--- src/rtl/mul_share_pkg.sv ---
// ----------------------------------------------------------------------------
// mul_share_pkg
// Shared definitions for the shared-multiplier arbiter slice.
//   NREQ_MAX : largest supported requester count.
//   ID_W     : width of a stored requester id. It is sized for NREQ_MAX so that
//              one tag type serves every legal NREQ; the top trims it to
//              $clog2(NREQ) at the resp_id port.
//   tag_t    : one tag-pipeline stage {valid, owner id}.
//   rr_next  : round-robin successor of an index, modulo the requester count.
// ----------------------------------------------------------------------------
package mul_share_pkg;

    localparam int NREQ_MAX = 8;
    localparam int ID_W     = $clog2(NREQ_MAX);

    typedef struct packed {
        logic            v;
        logic [ID_W-1:0] id;
    } tag_t;

    localparam tag_t TAG_IDLE = '{v: 1'b0, id: {ID_W{1'b0}}};

    // Index following idx in a ring of nreq requesters.
    function automatic logic [ID_W-1:0] rr_next(input logic [ID_W-1:0] idx,
                                                input int              nreq);
        int nx;
        nx = int'(idx) + 1;
        if (nx >= nreq) begin
            nx = 0;
        end else begin
            nx = nx;
        end
        return nx[ID_W-1:0];
    endfunction

endpackage : mul_share_pkg

--- src/rtl/mul_share_arbiter_rr_arbiter.sv ---
// ----------------------------------------------------------------------------
// rr_arbiter
// Combinational round-robin arbiter over NREQ requesters.
//   valid     : request vector, one bit per requester.
//   ptr       : highest-priority index for this cycle (0..NREQ-1).
//   advance   : when low, no grant is issued (pipeline stalled or in reset).
//   grant     : one-hot grant, all zero when nothing is granted.
//   grant_idx : encoded index of the granted requester (0 when none).
//   grant_any : a grant was issued this cycle.
// The search starts at ptr and wraps modulo NREQ. The vector is doubled and
// shifted right by ptr so that bit j of the window is requester (ptr+j)%NREQ;
// the lowest set bit of the window is the winner.
// ----------------------------------------------------------------------------
module rr_arbiter
    import mul_share_pkg::*;
#(
    parameter int NREQ = 4
) (
    input  logic [NREQ-1:0] valid,
    input  logic [ID_W-1:0] ptr,
    input  logic            advance,
    output logic [NREQ-1:0] grant,
    output logic [ID_W-1:0] grant_idx,
    output logic            grant_any
);

    logic [2*NREQ-1:0] window_s;
    logic              hit_s;
    int                pos_s;
    int                sel_s;

    // Rotate the request vector so the search always starts at bit 0.
    always_comb begin
        window_s = {valid, valid} >> ptr;
        hit_s    = |valid;
    end

    // Lowest set bit of the rotated window, mapped back to a requester index.
    always_comb begin
        pos_s = 0;
        for (int j = NREQ - 1; j >= 0; j--) begin
            if (window_s[j]) begin
                pos_s = j;
            end else begin
                pos_s = pos_s;
            end
        end
        sel_s = int'(ptr) + pos_s;
        if (sel_s >= NREQ) begin
            sel_s = sel_s - NREQ;
        end else begin
            sel_s = sel_s;
        end
    end

    // Gate the winner with advance and produce the one-hot and encoded forms.
    always_comb begin
        grant_any = advance & hit_s;
        grant     = {NREQ{1'b0}};
        for (int i = 0; i < NREQ; i++) begin
            grant[i] = grant_any & (i == sel_s);
        end
        if (grant_any) begin
            grant_idx = sel_s[ID_W-1:0];
        end else begin
            grant_idx = {ID_W{1'b0}};
        end
    end

endmodule : rr_arbiter

--- src/rtl/mul_share_arbiter.sv ---
// ----------------------------------------------------------------------------
// mul_share_arbiter
// Shares one fixed-latency, enable-stalled signed multiplier among NREQ
// requesters. Requests are granted round-robin, one per cycle; a tag pipeline
// of LAT stages follows each product through the multiplier so the result can
// be returned on a single backpressured response port in issue order.
//
// Ports
//   clk        : rising-edge clock.
//   reset      : asynchronous active-low reset; flushes all in-flight tags.
//   req_valid  : per-requester request pending.
//   req_a/b    : per-requester signed operands, slice i belongs to requester i.
//   req_ready  : one-hot grant; accept = req_valid[i] & req_ready[i].
//   mul_a/b    : operands presented to the multiplier (0 with no grant).
//   mul_en     : multiplier pipeline enable, low only while a response stalls.
//   mul_result : multiplier product, LAT enabled edges after operand capture.
//   resp_valid : response available.
//   resp_id    : requester owning the response.
//   resp_data  : signed 2W product, passed through from mul_result.
//   resp_ready : consumer accepts the response.
//   busy       : some tag stage holds a live product.
// ----------------------------------------------------------------------------
module mul_share_arbiter
    import mul_share_pkg::*;
#(
    parameter int  NREQ  = 4,
    parameter int  W     = 32,
    parameter int  LAT   = 3,
    localparam int RID_W = (NREQ > 1) ? $clog2(NREQ) : 1
) (
    input  logic              clk,
    input  logic              reset,
    input  logic [NREQ-1:0]   req_valid,
    input  logic [NREQ*W-1:0] req_a,
    input  logic [NREQ*W-1:0] req_b,
    output logic [NREQ-1:0]   req_ready,
    output logic [W-1:0]      mul_a,
    output logic [W-1:0]      mul_b,
    output logic              mul_en,
    input  logic [2*W-1:0]    mul_result,
    output logic              resp_valid,
    output logic [RID_W-1:0]  resp_id,
    output logic [2*W-1:0]    resp_data,
    input  logic              resp_ready,
    output logic              busy
);

    logic            stall_s;
    logic            advance_s;
    logic [NREQ-1:0] grant_s;
    logic [ID_W-1:0] grant_idx_s;
    logic            grant_any_s;
    logic [W-1:0]    mul_a_s;
    logic [W-1:0]    mul_b_s;
    logic            busy_s;
    logic [ID_W-1:0] ptr_r;
    tag_t            tag_r [LAT];

    // Only a live, unaccepted response can stall; a bubble at the output
    // never holds the pipeline.
    always_comb begin
        stall_s   = tag_r[LAT-1].v & ~resp_ready;
        // reset gates the grant so nothing looks accepted while flushing
        advance_s = reset & ~stall_s;
    end

    rr_arbiter #(
        .NREQ (NREQ)
    ) u_rr (
        .valid     (req_valid),
        .ptr       (ptr_r),
        .advance   (advance_s),
        .grant     (grant_s),
        .grant_idx (grant_idx_s),
        .grant_any (grant_any_s)
    );

    // Operand mux: AND-OR select on the one-hot grant, zero when idle.
    always_comb begin
        mul_a_s = {W{1'b0}};
        mul_b_s = {W{1'b0}};
        for (int i = 0; i < NREQ; i++) begin
            mul_a_s = mul_a_s | (req_a[i*W +: W] & {W{grant_s[i]}});
            mul_b_s = mul_b_s | (req_b[i*W +: W] & {W{grant_s[i]}});
        end
    end

    // Round-robin pointer: moves past the winner on every accept.
    always_ff @(posedge clk or negedge reset) begin
        if (!reset) begin
            ptr_r <= {ID_W{1'b0}};
        end else if (grant_any_s) begin
            ptr_r <= rr_next(grant_idx_s, NREQ);
        end else begin
            ptr_r <= ptr_r;
        end
    end

    // Tag pipeline: advances in lockstep with the multiplier, holds on stall.
    always_ff @(posedge clk or negedge reset) begin
        if (!reset) begin
            for (int s = 0; s < LAT; s++) begin
                tag_r[s] <= TAG_IDLE;
            end
        end else if (!stall_s) begin
            // grant_any implies req_valid of the winner, so it is the accept
            tag_r[0] <= '{v: grant_any_s, id: grant_idx_s};
            for (int s = 1; s < LAT; s++) begin
                tag_r[s] <= tag_r[s-1];
            end
        end else begin
            for (int s = 0; s < LAT; s++) begin
                tag_r[s] <= tag_r[s];
            end
        end
    end

    // Occupancy flag over all tag stages.
    always_comb begin
        busy_s = 1'b0;
        for (int s = 0; s < LAT; s++) begin
            busy_s = busy_s | tag_r[s].v;
        end
    end

    assign req_ready  = grant_s;
    assign mul_a      = mul_a_s;
    assign mul_b      = mul_b_s;
    assign mul_en     = ~stall_s;
    assign resp_valid = tag_r[LAT-1].v;
    assign resp_id    = tag_r[LAT-1].id[RID_W-1:0];
    // the multiplier output is frozen while mul_en is low, so data holds too
    assign resp_data  = mul_result;
    assign busy       = busy_s;

endmodule : mul_share_arbiter

--- config.mk ---
export PLATFORM = sky130hd
export DESIGN_NAME = mul_share_arbiter
export DESIGN_NICKNAME = d
export VERILOG_FILES = /design/src/rtl/mul_share_pkg.sv /design/src/rtl/mul_share_arbiter_rr_arbiter.sv /design/src/rtl/mul_share_arbiter.sv
export SDC_FILE = /design/constraint.sdc
export NUM_CORES = 1
export LEC_CHECK = 0
export BUFFER_PORTS_ARGS = -buffer_cell sky130_fd_sc_hd__buf_2
export CAP_MARGIN = 20
export CORE_AREA = 2 2 180 182
export CTS_CLUSTER_DIAMETER = 200
export DETAILED_ROUTE_END_ITERATION = 7
export DIE_AREA = 0 0 182 184
export GPL_ROUTABILITY_DRIVEN = 0
export PLACE_DENSITY_LB_ADDON = 0.2
export SYNTH_ARGS = -nofsm -noshare
export SYNTH_HDL_FRONTEND = slang
export SYNTH_SLANG_ARGS = --single-unit
--- constraint.sdc ---
create_clock -name clk -period 3.11 [get_ports clk]
set_input_delay 0.4665 -clock clk [delete_from_list [all_inputs] [get_ports clk]]
set_output_delay 0.4665 -clock clk [all_outputs]
set_load 0.05 [all_outputs]
Word level (Yosys, flattened, before mapping)
Cells that the tools add are included.
{"block": "totals", "latch_bits": 0, "elab_cells": 50, "ram_bits": 0, "n_memories": 0, "mem_bits_ro": 0, "input_bits": 327, "regBits": 12}
{"block": "classes", "bitwise_logic": 25, "n_reduce_logical": 2, "n_eq_ne": 3, "order_cmp": 2, "add_sub_neg": 3, "div_mod_pow": 0, "mux": 7, "shift": 1, "multipliers": 0}
{"operator": "AND 32 bit", "count": 8}
{"operator": "bitwise OR 32 bit", "count": 6}
{"operator": "== test 3 x 32 -> 1 bit (first input constant)", "count": 2}
{"operator": "== test 2 x 32 -> 1 bit (first input constant)", "count": 1}
{"operator": "greater-or-equal comparator 32 x 4 -> 1 bit (second input constant)", "count": 1}
{"operator": "logical NOT 32 bit", "count": 1}
{"operator": "2-to-1 mux 32 bit", "count": 1}
{"operator": "subtractor 32 x 4 -> 32 bit (second input constant)", "count": 1}
{"operator": "2-to-1 mux 2 bit", "count": 4}
{"operator": ">> shifter 8 x 3 -> 4 bit", "count": 1}
{"operator": "AND 1 bit", "count": 7}
{"operator": "2-to-1 mux 3 bit", "count": 2}
{"operator": "adder 3 x 1 -> 4 bit (second input constant)", "count": 1}
{"operator": "adder 3 x 2 -> 4 bit", "count": 1}
{"operator": "greater-or-equal comparator 4 x 3 -> 1 bit (second input constant)", "count": 1}
{"operator": "OR reduction 4 bit", "count": 1}
{"operator": "inverter 1 bit", "count": 2}
{"operator": "bitwise OR 1 bit", "count": 2}

Logic depth before layout (Yosys ltp)
Gate-level depths: netlist of the first run.
{"block": "depth", "depth_word": 14, "ltp_mapped": 15, "ltp_nobuf": 11}

Hierarchy
A second synthesis of the first run with hierarchy kept.
{"block": "hier_totals", "cells_unflattened": 355, "area_unflattened_um2": 2658.8}
{"mod": "mul_share_arbiter", "area_each_um2": 2368.5, "instances": 1, "cells_each": 321}
{"mod": "rr_arbiter", "area_each_um2": 290.3, "instances": 1, "cells_each": 34}

Least setup slack after synthesis of the first run
Ideal clock, no wire load.
{"block": "synth_timing", "kind": "reg2out", "startpoint": "register ptr_r[0]", "endpoint": "output port mul_a[12]", "path_buffers": 3, "stages_incl_launch_ff": 13, "setup_slack_ns": -0.762, "t_arrival_ns": 3.406, "required_ns": 2.643, "path_cell_list": "dfrtp_1 clkbuf_1 mux2i_1 nand2_1 or2_2 mux2i_1 ha_1 a21o_1 and2_1 or3_4 buf_6 buf_2 o22ai_1"}
{"block": "synth_via", "elab_chain_len": 14, "word_cells_on_any_way": 24, "classes_between": "add/sub (2); order compare (1); eq/ne (3); shift (1); mux (5); bitwise (11); reduce/logical (1)"}
{"element": "start: declaration", "line_no": "mul_share_arbiter.sv:56", "text": "logic [ID_W-1:0] ptr_r;"}
{"element": "start signal: assignment", "line_no": "mul_share_arbiter.sv:91", "text": "ptr_r <= {ID_W{1'b0}};"}
{"element": "start signal: assignment", "line_no": "mul_share_arbiter.sv:93", "text": "ptr_r <= rr_next(grant_idx_s, NREQ);"}
{"element": "start signal: assignment", "line_no": "mul_share_arbiter.sv:95", "text": "ptr_r <= ptr_r;"}
{"element": ">> shifter 8 x 3 -> 4 bit", "line_no": "mul_share_arbiter_rr_arbiter.sv:34", "text": "window_s = {valid, valid} >> ptr;"}
{"element": "2-to-1 mux 2 bit (4 in series)", "line_no": "mul_share_arbiter_rr_arbiter.sv:42", "text": "if (window_s[j]) begin"}
{"element": "adder 3 x 2 -> 4 bit (*)", "line_no": "mul_share_arbiter_rr_arbiter.sv:48", "text": "sel_s = int'(ptr) + pos_s;"}
{"element": "subtractor 32 x 4 -> 32 bit or greater-or-equal comparator 32 x 4 -> 1 bit (tied branches)", "line_no": "mul_share_arbiter_rr_arbiter.sv:50, mul_share_arbiter_rr_arbiter.sv:49"}
{"element": "2-to-1 mux 32 bit (*)", "line_no": "mul_share_arbiter_rr_arbiter.sv:49", "text": "if (sel_s >= NREQ) begin"}
{"element": "== test 2 x 32 -> 1 bit or logical NOT 32 bit (tied branches)", "line_no": "mul_share_arbiter_rr_arbiter.sv:61", "text": "grant[i] = grant_any & (i == sel_s);"}
{"element": "AND 1 bit", "line_no": "mul_share_arbiter_rr_arbiter.sv:61"}
{"element": "AND 32 bit", "line_no": "mul_share_arbiter.sv:83", "text": "mul_a_s = mul_a_s | (req_a[i*W +: W] & {W{grant_s[i]}});"}
{"element": "bitwise OR 32 bit (2 in series)", "line_no": "mul_share_arbiter.sv:83"}
{"element": "bitwise OR 32 bit (*)", "line_no": "mul_share_arbiter.sv:83"}
{"element": "end: declaration", "line_no": "mul_share_arbiter.sv:37", "text": "output logic [W-1:0] mul_a,"}
Mark *: on every way between the ends. The rest lies on a longest branch, timed or not.

Worst setup path in the final report of the first run
{"block": "layout_timing", "startpoint": "register ptr_r[0]", "endpoint": "output port mul_b[7]"}
{"block": "layout_via", "elab_chain_len": 14, "word_cells_on_any_way": 24, "classes_between": "add/sub (2); order compare (1); eq/ne (3); shift (1); mux (5); bitwise (11); reduce/logical (1)"}
{"element": ">> shifter 8 x 3 -> 4 bit", "line_no": "mul_share_arbiter_rr_arbiter.sv:34"}
{"element": "2-to-1 mux 2 bit (4 in series)", "line_no": "mul_share_arbiter_rr_arbiter.sv:42"}
{"element": "adder 3 x 2 -> 4 bit (*)", "line_no": "mul_share_arbiter_rr_arbiter.sv:48"}
{"element": "subtractor 32 x 4 -> 32 bit or greater-or-equal comparator 32 x 4 -> 1 bit (tied branches)", "line_no": "mul_share_arbiter_rr_arbiter.sv:50, mul_share_arbiter_rr_arbiter.sv:49"}
{"element": "2-to-1 mux 32 bit (*)", "line_no": "mul_share_arbiter_rr_arbiter.sv:49"}
{"element": "== test 2 x 32 -> 1 bit or logical NOT 32 bit (tied branches)", "line_no": "mul_share_arbiter_rr_arbiter.sv:61"}
{"element": "AND 1 bit", "line_no": "mul_share_arbiter_rr_arbiter.sv:61"}
{"element": "AND 32 bit", "line_no": "mul_share_arbiter.sv:84", "text": "mul_b_s = mul_b_s | (req_b[i*W +: W] & {W{grant_s[i]}});"}
{"element": "bitwise OR 32 bit (2 in series)", "line_no": "mul_share_arbiter.sv:84"}
{"element": "bitwise OR 32 bit (*)", "line_no": "mul_share_arbiter.sv:84"}
{"element": "end: declaration", "line_no": "mul_share_arbiter.sv:38", "text": "output logic [W-1:0] mul_b,"}
Marks and branches as above.

==> run metrics, run 1 <==
status finished with violations; failing checks negative setup slack; headroom to the max-slew limit 69.4%; Routed Antenna Nets 0; nets 1002; area grow syn2layout 115%; worst reg2reg startpoint ptr_r[0]$_DFFE_PN0P_; Yosys top cell area share 41.1%; # clock sinks 12; cts hold-fix bufs 0; via/cell ratio 3.68; Post-synth top flop dfrtp_1; critical path arrival 3.11 ns; Avg WL per Cell 15.2 um; met3 WL 1.13 mm; Slowest cell on crit path dfrtp_2; Period minus WS final 3.57 ns; Mapped Area 3190 um2; vias in the first global route 4082; Pre-antenna DRT Iters 4; drt total wl 16.3 mm; DRT met1 WL 6.16 mm; cells along the critical path mux2i_2 > nand2_1 > or2_4 > mux2i_4 > ha_1 > a21o_1 > and2_4 > or3_4 > buf_12 > o22ai_4 > buf_6; most frequent cell after synthesis mux2i_1; critical path depth 11; Cell Count, Final, Fillers Out 1072; Longest Clk Path Bufs 2; Yosys reg bits 12; clock skew 0.000594 ns; CTS tree done; Worst Setup Path Type flip-flop to primary output; synth top area cells mux2i_1, buf_4, o22ai_1, dfrtp_1, o22ai_2; reg2reg path depth 12; Die W 182 um; Reg2Reg Setup Slack 0.25 ns; Total Die Area 33500 um2; I/O pin count 464; initial antenna violation count 0; peak supply drop 0.687 mV; first-pass GRT wire length 22.2 mm; critical-path maximum fanout 30; CTS root buf clkbuf_16; placed insts 1056; post-DP HPWL 13.3 mm; crit path capture type primary output; Synth area leader mux2i_1; Initial Util 10.2%; Top delay family on crit path simple AND/OR/NAND/NOR gates; count of input and output buffers 335; CP Launch Type flip-flop; synth cell count leaders mux2i_1, buf_4, o22ai_1, nand2_1, clkbuf_1; total CTS buffers 3; min-delay worst type primary input to async pin; EDFF count, synth 0; P per Cell Area 1430 nW/um2; Reg-to-Reg End ptr_r[0]$_DFFE_PN0P_; synthesized net count 701; Placeable Area 31400 um2; # setup viols final 67; Final Hold Vio Count 0; Worst path max stage delay 0.42 ns; top layer in use met4; syn_area_per_cell 8.61 um2; Die H 184 um; Highest Clock Rate 280 MHz; final-report max-slew violation count 0; row count 65; Crit path required time 2.64 ns; sequential-to-total area share from yosys stat 9.42%; Setup TNS Final -27.95 ns; unrepaired setup endpoints after global routing yes; Leak Pwr 3.25 nW; Setup WS post-layout -0.465 ns; layout cell share with drive strength beyond 1 71.5%; routed vias 3940; power after layout 0.00983 W; worst-skew pair later-pin latency 0.24 ns; measured slew at the worst slew-check pin 0.447 ns; WL met2 8.77 mm; Buf+Inv Stages, Crit Path 2; Final Cycle Share 115%; Clock transition at path regs 0.04 ns; Hold WS 0.0485 ns; H-tree level count 1; yosys warns 0; DRC errors left 0; grt ovf 0; Max-Cap Viols 0; largest net degree at the start of global routing 37; Tot GR Track Use 8.33%; Antenna Cells 0; fraction of registers with async set/reset 100%; DR iter-0 viols 73; Post-Syn Instances 370; Synth cell types 32
[through the flow]
stage	setup slack (ns)	instance area [um2]	utilization (%)
6_report	-0.465	6860	21.8
5_1_grt	-0.594	6860	21.8
4_1_cts	-0.485	6590	21.0
3_5_place_dp	-0.457	6070	19.3
3_3_place_gp	-0.429	6070	19.3
2_1_floorplan	-0.189	4120	-
[kinds of logic (layout without fill, tap and decap cells)]
logic type,Yosys count,in the layout,synth area share (%)
flops,12,12,9.42
fa+ha+maj,4,4,1.81
buf+inv,101,401,22.9
compound gates,76,76,16.8
simple gates,45,45,7.58
mux,132,132,41.5
[placed cells by master, fill, tap and decap left out, types with 3 or more instances in the layout]
cell / instances
mux2i_1: 129
inv_1: 3
dfrtp_1: 11
o22ai_4: 64
buf_12: 12
buf_16: 5
nor2_4: 3
nand2_1: 25
buf_6: 64
clkbuf_16: 7
buf_4: 37
buf_2: 267
buf_8: 4
o21ai_0: 4
[routing by layer]
metal / vias up / GRT usage (%)
li1: 1914 / -
met1: 1786 / 9.29
met2: 206 / 16.7
met3: 34 / 1.13
met4: 0 / 1.52
met5: - / 0
[layout make-up]
| class | count | area [um2] |
|---|---|---|
| multi-input cells | 257 | 3060 |
| repair buffers | 393 | 2870 |
| clock buffers | 4 | 88.8 |
| well taps | 402 | 503 |
| fillers | 3486 | 24500 |
| inverters | 4 | 27.5 |
| flip-flops and latches | 12 | 302 |
[worst max-delay path by stage]
| stage | endpoint | slack, ns | from |
|---|---|---|---|
| after global placement | mul_a[29] | -0.43 | req_valid[0] |
| after global routing | mul_b[6] | -0.59 | ptr_r[0]$_DFFE_PN0P_ |
| final | mul_b[7] | -0.46 | ptr_r[0]$_DFFE_PN0P_ |
| after detailed placement | mul_a[29] | -0.46 | req_valid[0] |
| after floorplan | mul_a[27] | -0.19 | ptr_r[0]$_DFFE_PN0P_ |
| after CTS | mul_a[30] | -0.48 | ptr_r[0]$_DFFE_PN0P_ |
[report_power, final]
| part | switching, W | leakage (nW) | total, W | internal [W] |
|---|---|---|---|---|
| clock | 0.0000636 | 0.0442 | 0.000257 | 0.000194 |
| combinational | 0.00528 | 3.05 | 0.00932 | 0.00404 |
| sequential | 0.0000427 | 0.153 | 0.000254 | 0.000211 |
| total | 0.00539 | 3.25 | 0.00983 | 0.00444 |
[sequential cells by signal, summed over array words and instances, names as in the netlist]
| signal | cells |
|---|---|
| resp_id | 2 |
| ptr_r | 3 |
| tag_r | 6 |
| resp_valid | 1 |
[timing repair]
| item | in CTS | in global routing |
|---|---|---|
| pin swaps | 3 | 2 |
| gates resized for setup | 109 | 39 |
| setup endpoints to repair | 68 | 68 |
| buffers inserted | 5 | 1 |
| cloned | 2 | 4 |
No activity file was read; power rests on OpenSTA's default activity.
==> run 2: changes to the inputs <==
--- a/config.mk
+++ b/config.mk
@@ -8,6 +8,7 @@
 export BUFFER_PORTS_ARGS = -buffer_cell sky130_fd_sc_hd__buf_2
 export CAP_MARGIN = 20
 export CORE_AREA = 2 2 180 182
+export CTS_BUF_LIST = sky130_fd_sc_hd__clkbuf_2
 export CTS_CLUSTER_DIAMETER = 200
 export DETAILED_ROUTE_END_ITERATION = 7
 export DIE_AREA = 0 0 182 184
==> run metrics, run 2 (synthesis gave the netlist of run 1 again) <==
multi-input logic area 3060 um2 (unchanged); routed vias 3947 (+0.18%); Clock Power Share 0.8% (-1.8 points); FF/Latch Area 302 um2 (unchanged); Die W 182 um (unchanged); failing checks negative setup slack; # setup viols final 68 (+1.5%); unrepaired setup endpoints after global routing yes; Die H 184 um (unchanged); Initial Util 10.2% (unchanged); Slowest cell on crit path dfrtp_2; Tot GR Track Use 8.32% (-0.0084 points); Setup WS post-layout -0.510 ns (-0.0451 ns); area grow syn2layout 113%; Layout Utilization 21.7% (-0.19 points); Final Cycle Share 116% (+1.4 points); worst-skew pair later-pin latency 0.26 ns (+0.02 ns); Worst Setup Path Type flip-flop to primary output; status finished with violations; # clock sinks 12 (unchanged); Flop pwr share 2.6% (about the same); Period minus WS final 3.62 ns (+0.0451 ns); layout cell share with drive strength beyond 1 71.2% (-0.26 points); CP Launch Type flip-flop; CTS tree done; measured slew at the worst slew-check pin 0.473 ns (+0.0257 ns); crit path capture type primary output; logic gate share of total power 96.6% (+1.8 points); drt total wl 16.3 mm (+0.13%); H-tree level count 1 (unchanged); nets 1003 (+0.10%); Highest Clock Rate 276 MHz (-1.2%); Max-Cap Viols 0 (unchanged); Routed Antenna Nets 0 (unchanged); critical-path maximum fanout 30 (unchanged); fillers 3490 (+0.11%); headroom to the max-slew limit 67.6% (-1.8 points); Clock transition at path regs 0.12 ns (+0.08 ns); Crit path required time 2.64 ns (about the same); first-pass GRT wire length 22.1 mm (-0.12%); critical path arrival 3.15 ns (+0.04 ns); initial antenna violation count 0 (unchanged); Switch Pwr 0.00537 W (-0.26%); vias in the first global route 4079 (-0.073%); via/cell ratio 3.68 (about the same); Leak Pwr 3.22 nW (-0.80%); Placeable Area 31400 um2 (unchanged); cells along the critical path mux2i_2 > nand2_1 > or2_4 > mux2i_4 > ha_1 > a21o_1 > and2_4 > or3_4 > buf_12 > o22ai_4 > buf_6; total CTS buffers 3 (unchanged); clock skew 0.00676 ns (+0.00617 ns); Avg WL per Cell 15.2 um (about the same); Buf+Inv Stages, Crit Path 2 (unchanged); largest net degree at the start of global routing 37 (unchanged); Final Hold Vio Count 0 (unchanged); commonest non-fill, non-tap cell in the layout buf_2; row count 65 (unchanged); peak supply drop 0.686 mV (-0.12%); min-delay worst type flip-flop to flip-flop; Longest Clk Path Bufs 2 (unchanged); register bank with the most flops tag_r; Worst path max stage delay 0.45 ns (+0.03 ns); Top delay family on crit path simple AND/OR/NAND/NOR gates; post-DP HPWL 13.3 mm (unchanged); Hold WS 0.481 ns (+0.432 ns); CTS root buf clkbuf_2; most frequent cells in the layout buf_2, mux2i_1, o22ai_4, buf_6, buf_4; switching share of power 55.7% (+0.88 points); Internal 0.00428 W (-3.7%); grt ovf 0 (unchanged); DR iter-0 viols 74 (+1.4%); Total Die Area 33500 um2 (unchanged); final-report max-slew violation count 0 (unchanged); max reg flops 6 (unchanged); Antenna Cells 0 (unchanged); count of input and output buffers 335 (unchanged); P per Cell Area 1420 nW/um2 (-0.97%); I/O pin count 464 (unchanged); DRC errors left 0 (unchanged); Pre-antenna DRT Iters 4 (unchanged)
-- run 2: area by class of cell --
class	instances	share of cell area, %
inverter	4	0.405
tap	402	7.40
clock buffer	3	0.221
sequential	12	4.44
multi-input combinational	257	45.1
timing repair buffer	394	42.4
clock inverter	1	0.0552
-- run 2: worst register-to-register path, cell delays in order, from the launching register on --
cell      delay, ns
dfrtp_2        0.47
mux2_4         0.33
o21ai_1        0.13
nand3b_1       0.08
o21ai_1        0.13
ha_4           0.17
fa_1           0.42
buf_4          0.17
and2_1         0.17
ha_1           0.21
and4_1         0.18
o21ai_0        0.19
o21ai_0        0.10
-- run 2: power by group through the flow --
| stage | registers [W] | logic (W) | clock network, W |
|---|---|---|---|
| after detailed placement | 0.000255 | 0.00834 | 0 |
| final | 0.000252 | 0.00932 | 0.0000795 |
| after CTS | 0.000254 | 0.00905 | 0.0000857 |
| after global placement | 0.000254 | 0.00836 | 0 |
| after floorplan | 0.000260 | 0.00661 | 0 |
| after global routing | 0.000261 | 0.00981 | 0.0000922 |
-- run 2: path summary, 6_finish.rpt --
kind                                               end  cells after the start  slack (ns)                  from
worst max-delay path                          mul_b[7]                     11       -0.51  ptr_r[0]$_DFFE_PN0P_
worst min register to register  resp_id[1]$_DFFE_PN0N_                      2        0.48  tag_r[5]$_DFFE_PN0N_
max in group asynchronous        tag_r[11]$_DFFE_PN0N_                      3        2.21                 reset
worst min-delay path            resp_id[1]$_DFFE_PN0N_                      2        0.48  tag_r[5]$_DFFE_PN0N_
worst max register to register    ptr_r[0]$_DFFE_PN0P_                     12        0.24  ptr_r[0]$_DFFE_PN0P_
min in group asynchronous         ptr_r[2]$_DFFE_PN0P_                      2        0.55                 reset
-- run 2: repair_timing --
action,CTS,global route
pin swaps,3,2
hold buffers,1,0
hold endpoints to repair,2,0
gates cloned,2,4
gates resized for setup,109,39
setup endpoints to repair,68,68
buffers inserted,5,1
-- run 2: metrics by stage --
step | power [W] | area (um2) | setup TNS [ns] | worst slack (ns) | std cells
2_1_floorplan | 0.00687 | 4120 | -10.63 | -0.189 | 370
3_3_place_gp | 0.00862 | 6070 | -25.82 | -0.429 | 1056
3_5_place_dp | 0.00859 | 6070 | -27.65 | -0.457 | 1056
4_1_cts | 0.00939 | 6530 | -32.96 | -0.546 | 1068
5_1_grt | 0.0102 | 6800 | -41.53 | -0.660 | 1073
6_report | 0.00965 | 6800 | -30.95 | -0.510 | 1073
-- run 2: layer usage --
| layer | wire, um | vias up | GRT usage (%) |
|---|---|---|---|
| met5 | 0 | - | 0 |
| met3 | 1130 | 34 | 1.07 |
| li1 | - | 1914 | - |
| met2 | 8780 | 206 | 16.7 |
| met1 | 6170 | 1793 | 9.28 |
| met4 | 202 | 0 | 1.61 |
==> run 3: changes to the inputs <==
--- a/config.mk
+++ b/config.mk
@@ -8,12 +8,14 @@
 export BUFFER_PORTS_ARGS = -buffer_cell sky130_fd_sc_hd__buf_2
 export CAP_MARGIN = 20
 export CORE_AREA = 2 2 180 182
-export CTS_BUF_LIST = sky130_fd_sc_hd__clkbuf_2
+export CTS_BUF_LIST = sky130_fd_sc_hd__clkbuf_4
 export CTS_CLUSTER_DIAMETER = 200
+export CTS_CLUSTER_SIZE = 16
 export DETAILED_ROUTE_END_ITERATION = 7
 export DIE_AREA = 0 0 182 184
 export GPL_ROUTABILITY_DRIVEN = 0
 export PLACE_DENSITY_LB_ADDON = 0.2
+export SETUP_SLACK_MARGIN = 0.15
 export SYNTH_ARGS = -nofsm -noshare
 export SYNTH_HDL_FRONTEND = slang
 export SYNTH_SLANG_ARGS = --single-unit
==> run metrics, run 3 (synthesis gave the netlist of run 1 again) <==
register bank with the most flops tag_r; Flop pwr share 2.7% (about the same); DP Area 6090 um2 (+0.37%); Reg-to-Reg End ptr_r[0]$_DFFE_PN0P_; switching share of power 55.6% (-0.12 points); routed vias 3929 (-0.46%); most frequent CP cell o22ai_4; worst setup path start ptr_r[0]$_DFFE_PN0P_; total CTS buffers 3 (unchanged); row count 65 (unchanged); via/cell ratio 3.62 (-1.5%); largest net degree at the start of global routing 34 (-8.1%); Longest Clk Path Bufs 2 (unchanged); layout cell share with drive strength beyond 1 71.8% (+0.61 points); Highest Clock Rate 276 MHz (about the same); Switch Pwr 0.00529 W (-1.5%); Final Hold Vio Count 0 (unchanged); unrepaired setup endpoints after global routing yes; Avg WL per Cell 14.5 um (-4.6%); Cell Count, Final, Fillers Out 1084 (+1.0%); Setup WS post-layout -0.513 ns (-0.00358 ns); cells along the critical path buf_6 > nand2_1 > o22ai_4 > o21ai_0 > o21ai_2 > ha_4 > fa_1 > or3_4 > buf_12 > o22ai_4 > buf_4; CTS tree done; Initial Util 10.2% (unchanged); Die W 182 um (unchanged); nets 1014 (+1.1%); post-DP HPWL 13.2 mm (-0.81%); Worst path max stage delay 0.46 ns (about the same); I/O pin count 464 (unchanged); first-pass GRT wire length 23.0 mm (+3.8%); max reg flops 6 (unchanged); status finished with violations; peak supply drop 0.599 mV (-13%); Placeable Area 31400 um2 (unchanged); Clock transition at path regs 0.08 ns (-0.04 ns); Routed Antenna Nets 0 (unchanged); Final Cell Area 6770 um2 (-0.37%); Setup TNS Final -30.24 ns (+0.710 ns); area grow syn2layout 112%; most frequent cells in the layout buf_2, mux2i_1, o22ai_4; Reg2Reg Setup Slack 0.31 ns (+0.07 ns); Die H 184 um (unchanged); placed insts 1063 (+0.66%); initial antenna violation count 0 (unchanged); failing checks negative setup slack; Max-Cap Viols 0 (unchanged); P per Cell Area 1410 nW/um2 (-0.89%); critical-path maximum fanout 33 (+10%); Worst Setup Path Type flip-flop to primary output; DRC errors left 0 (unchanged); grt ovf 0 (unchanged); Leak Pwr 3.23 nW (+0.11%); Antenna Cells 0 (unchanged); CTS root buf clkbuf_4; Total Die Area 33500 um2 (unchanged); count of input and output buffers 335 (unchanged); reg2reg path depth 13 (+1); min-delay worst type primary input to async pin; CP Launch Type flip-flop; # clock sinks 12 (unchanged); vias in the first global route 4137 (+1.4%); Crit path required time 2.64 ns (about the same); Slowest cell on crit path or3_4; worst reg2reg startpoint ptr_r[0]$_DFFE_PN0P_; crit path capture type primary output; Period minus WS final 3.62 ns (+0.00358 ns); Clock Power Share 1.0% (+0.2 points); final-report max-slew violation count 0 (unchanged); headroom to the max-slew limit 70.2% (+2.6 points); # setup viols final 68 (unchanged); worst-skew pair later-pin latency 0.27 ns (about the same); H-tree level count 1 (unchanged); commonest non-fill, non-tap cell in the layout buf_2; DR iter-0 viols 45 (-39%); Pre-antenna DRT Iters 4 (unchanged); measured slew at the worst slew-check pin 0.434 ns (-0.0382 ns); critical path arrival 3.16 ns (about the same); clock skew 0.00289 ns (-0.00387 ns); Internal 0.00423 W (-0.98%); logic gate share of total power 96.3% (-0.3 points); drt total wl 15.7 mm (-3.6%); Tot GR Track Use 8.61% (+0.28 points); Critical Path End mul_b[1]; Final Cycle Share 117% (about the same)
-- run 3: cell types whose count changed in the layout (fill, tap and decap cells not counted), moves of 3 or more --
cell       before  now
buf_4          37   63
buf_6          64   55
clkbuf_16       4    0
clkbuf_2        3    0
clkbuf_4        0    3
-- run 3: worst min path at each step --
stage                from                      to  slack (ns)  cells past startpoint
global route        reset  resp_id[0]$_DFFE_PN0N_        0.19                      2
floorplan           reset    ptr_r[0]$_DFFE_PN0P_        0.17                      0
global placement    reset    ptr_r[0]$_DFFE_PN0P_        0.30                      1
CTS                 reset    ptr_r[2]$_DFFE_PN0P_       0.006                      1
finish              reset    tag_r[7]$_DFFE_PN0N_        0.18                      2
detailed placement  reset    ptr_r[2]$_DFFE_PN0P_        0.30                      1
-- run 3: metrics by stage --
step	total power, W	utilization [%]	hold slack, ns	setup WS, ns
after global routing	0.0101	21.6	0.192	-0.637
after detailed placement	0.00854	19.4	0.299	-0.500
after global placement	0.00859	19.4	0.299	-0.448
after CTS	0.00956	21.2	0.00573	-0.529
final	0.00953	21.6	0.182	-0.513
after floorplan	0.00687	-	0.171	-0.189
-- run 3: per-layer routing --
| metal | up-vias | track usage, % | wire, um |
|---|---|---|---|
| met3 | 24 | 1.74 | 1360 |
| met4 | 0 | 1.68 | 172 |
| met1 | 1744 | 9.44 | 5630 |
| met5 | - | 0 | 0 |
| met2 | 223 | 17.0 | 8530 |
| li1 | 1938 | - | - |
-- run 3: cell type report --
class	instances	area (um2)
inverters	4	27.5
fillers	3477	24600
clock buffers	3	22.5
clock inverters	1	3.75
multi-input cells	257	3080
flip-flops and latches	12	302
repair buffers	405	2830
well taps	402	503
-- run 3: power by group through the flow --
stage	logic [W]	registers [W]	clock network (W)
after global routing	0.00969	0.000261	0.000113
after detailed placement	0.00827	0.000261	0
after floorplan	0.00661	0.000260	0
after global placement	0.00833	0.000259	0
after CTS	0.00920	0.000254	0.000103
final	0.00918	0.000254	0.0000974
-- run 3: what timing repair did --
| item | CTS | global route |
|---|---|---|
| resized for setup | 120 | 23 |
| hold endpoints to repair | 0 | 2 |
| hold buffers | 0 | 1 |
| gates cloned | 3 | 0 |
| buffers inserted | 11 | 2 |
| setup endpoints to repair | 69 | 69 |
| pin swaps | 2 | 2 |
-- run 3: critical path, delay by kind of cell, from the launching register on --
family / cells / cell delay (ns)
AO/OA/AOI/OAI: 4 / 0.67
adder cells (fa/ha/maj): 2 / 0.58
buffers and inverters: 3 / 0.58
flip-flops: 1 / 0.44
AND/OR/NAND/NOR: 2 / 0.54
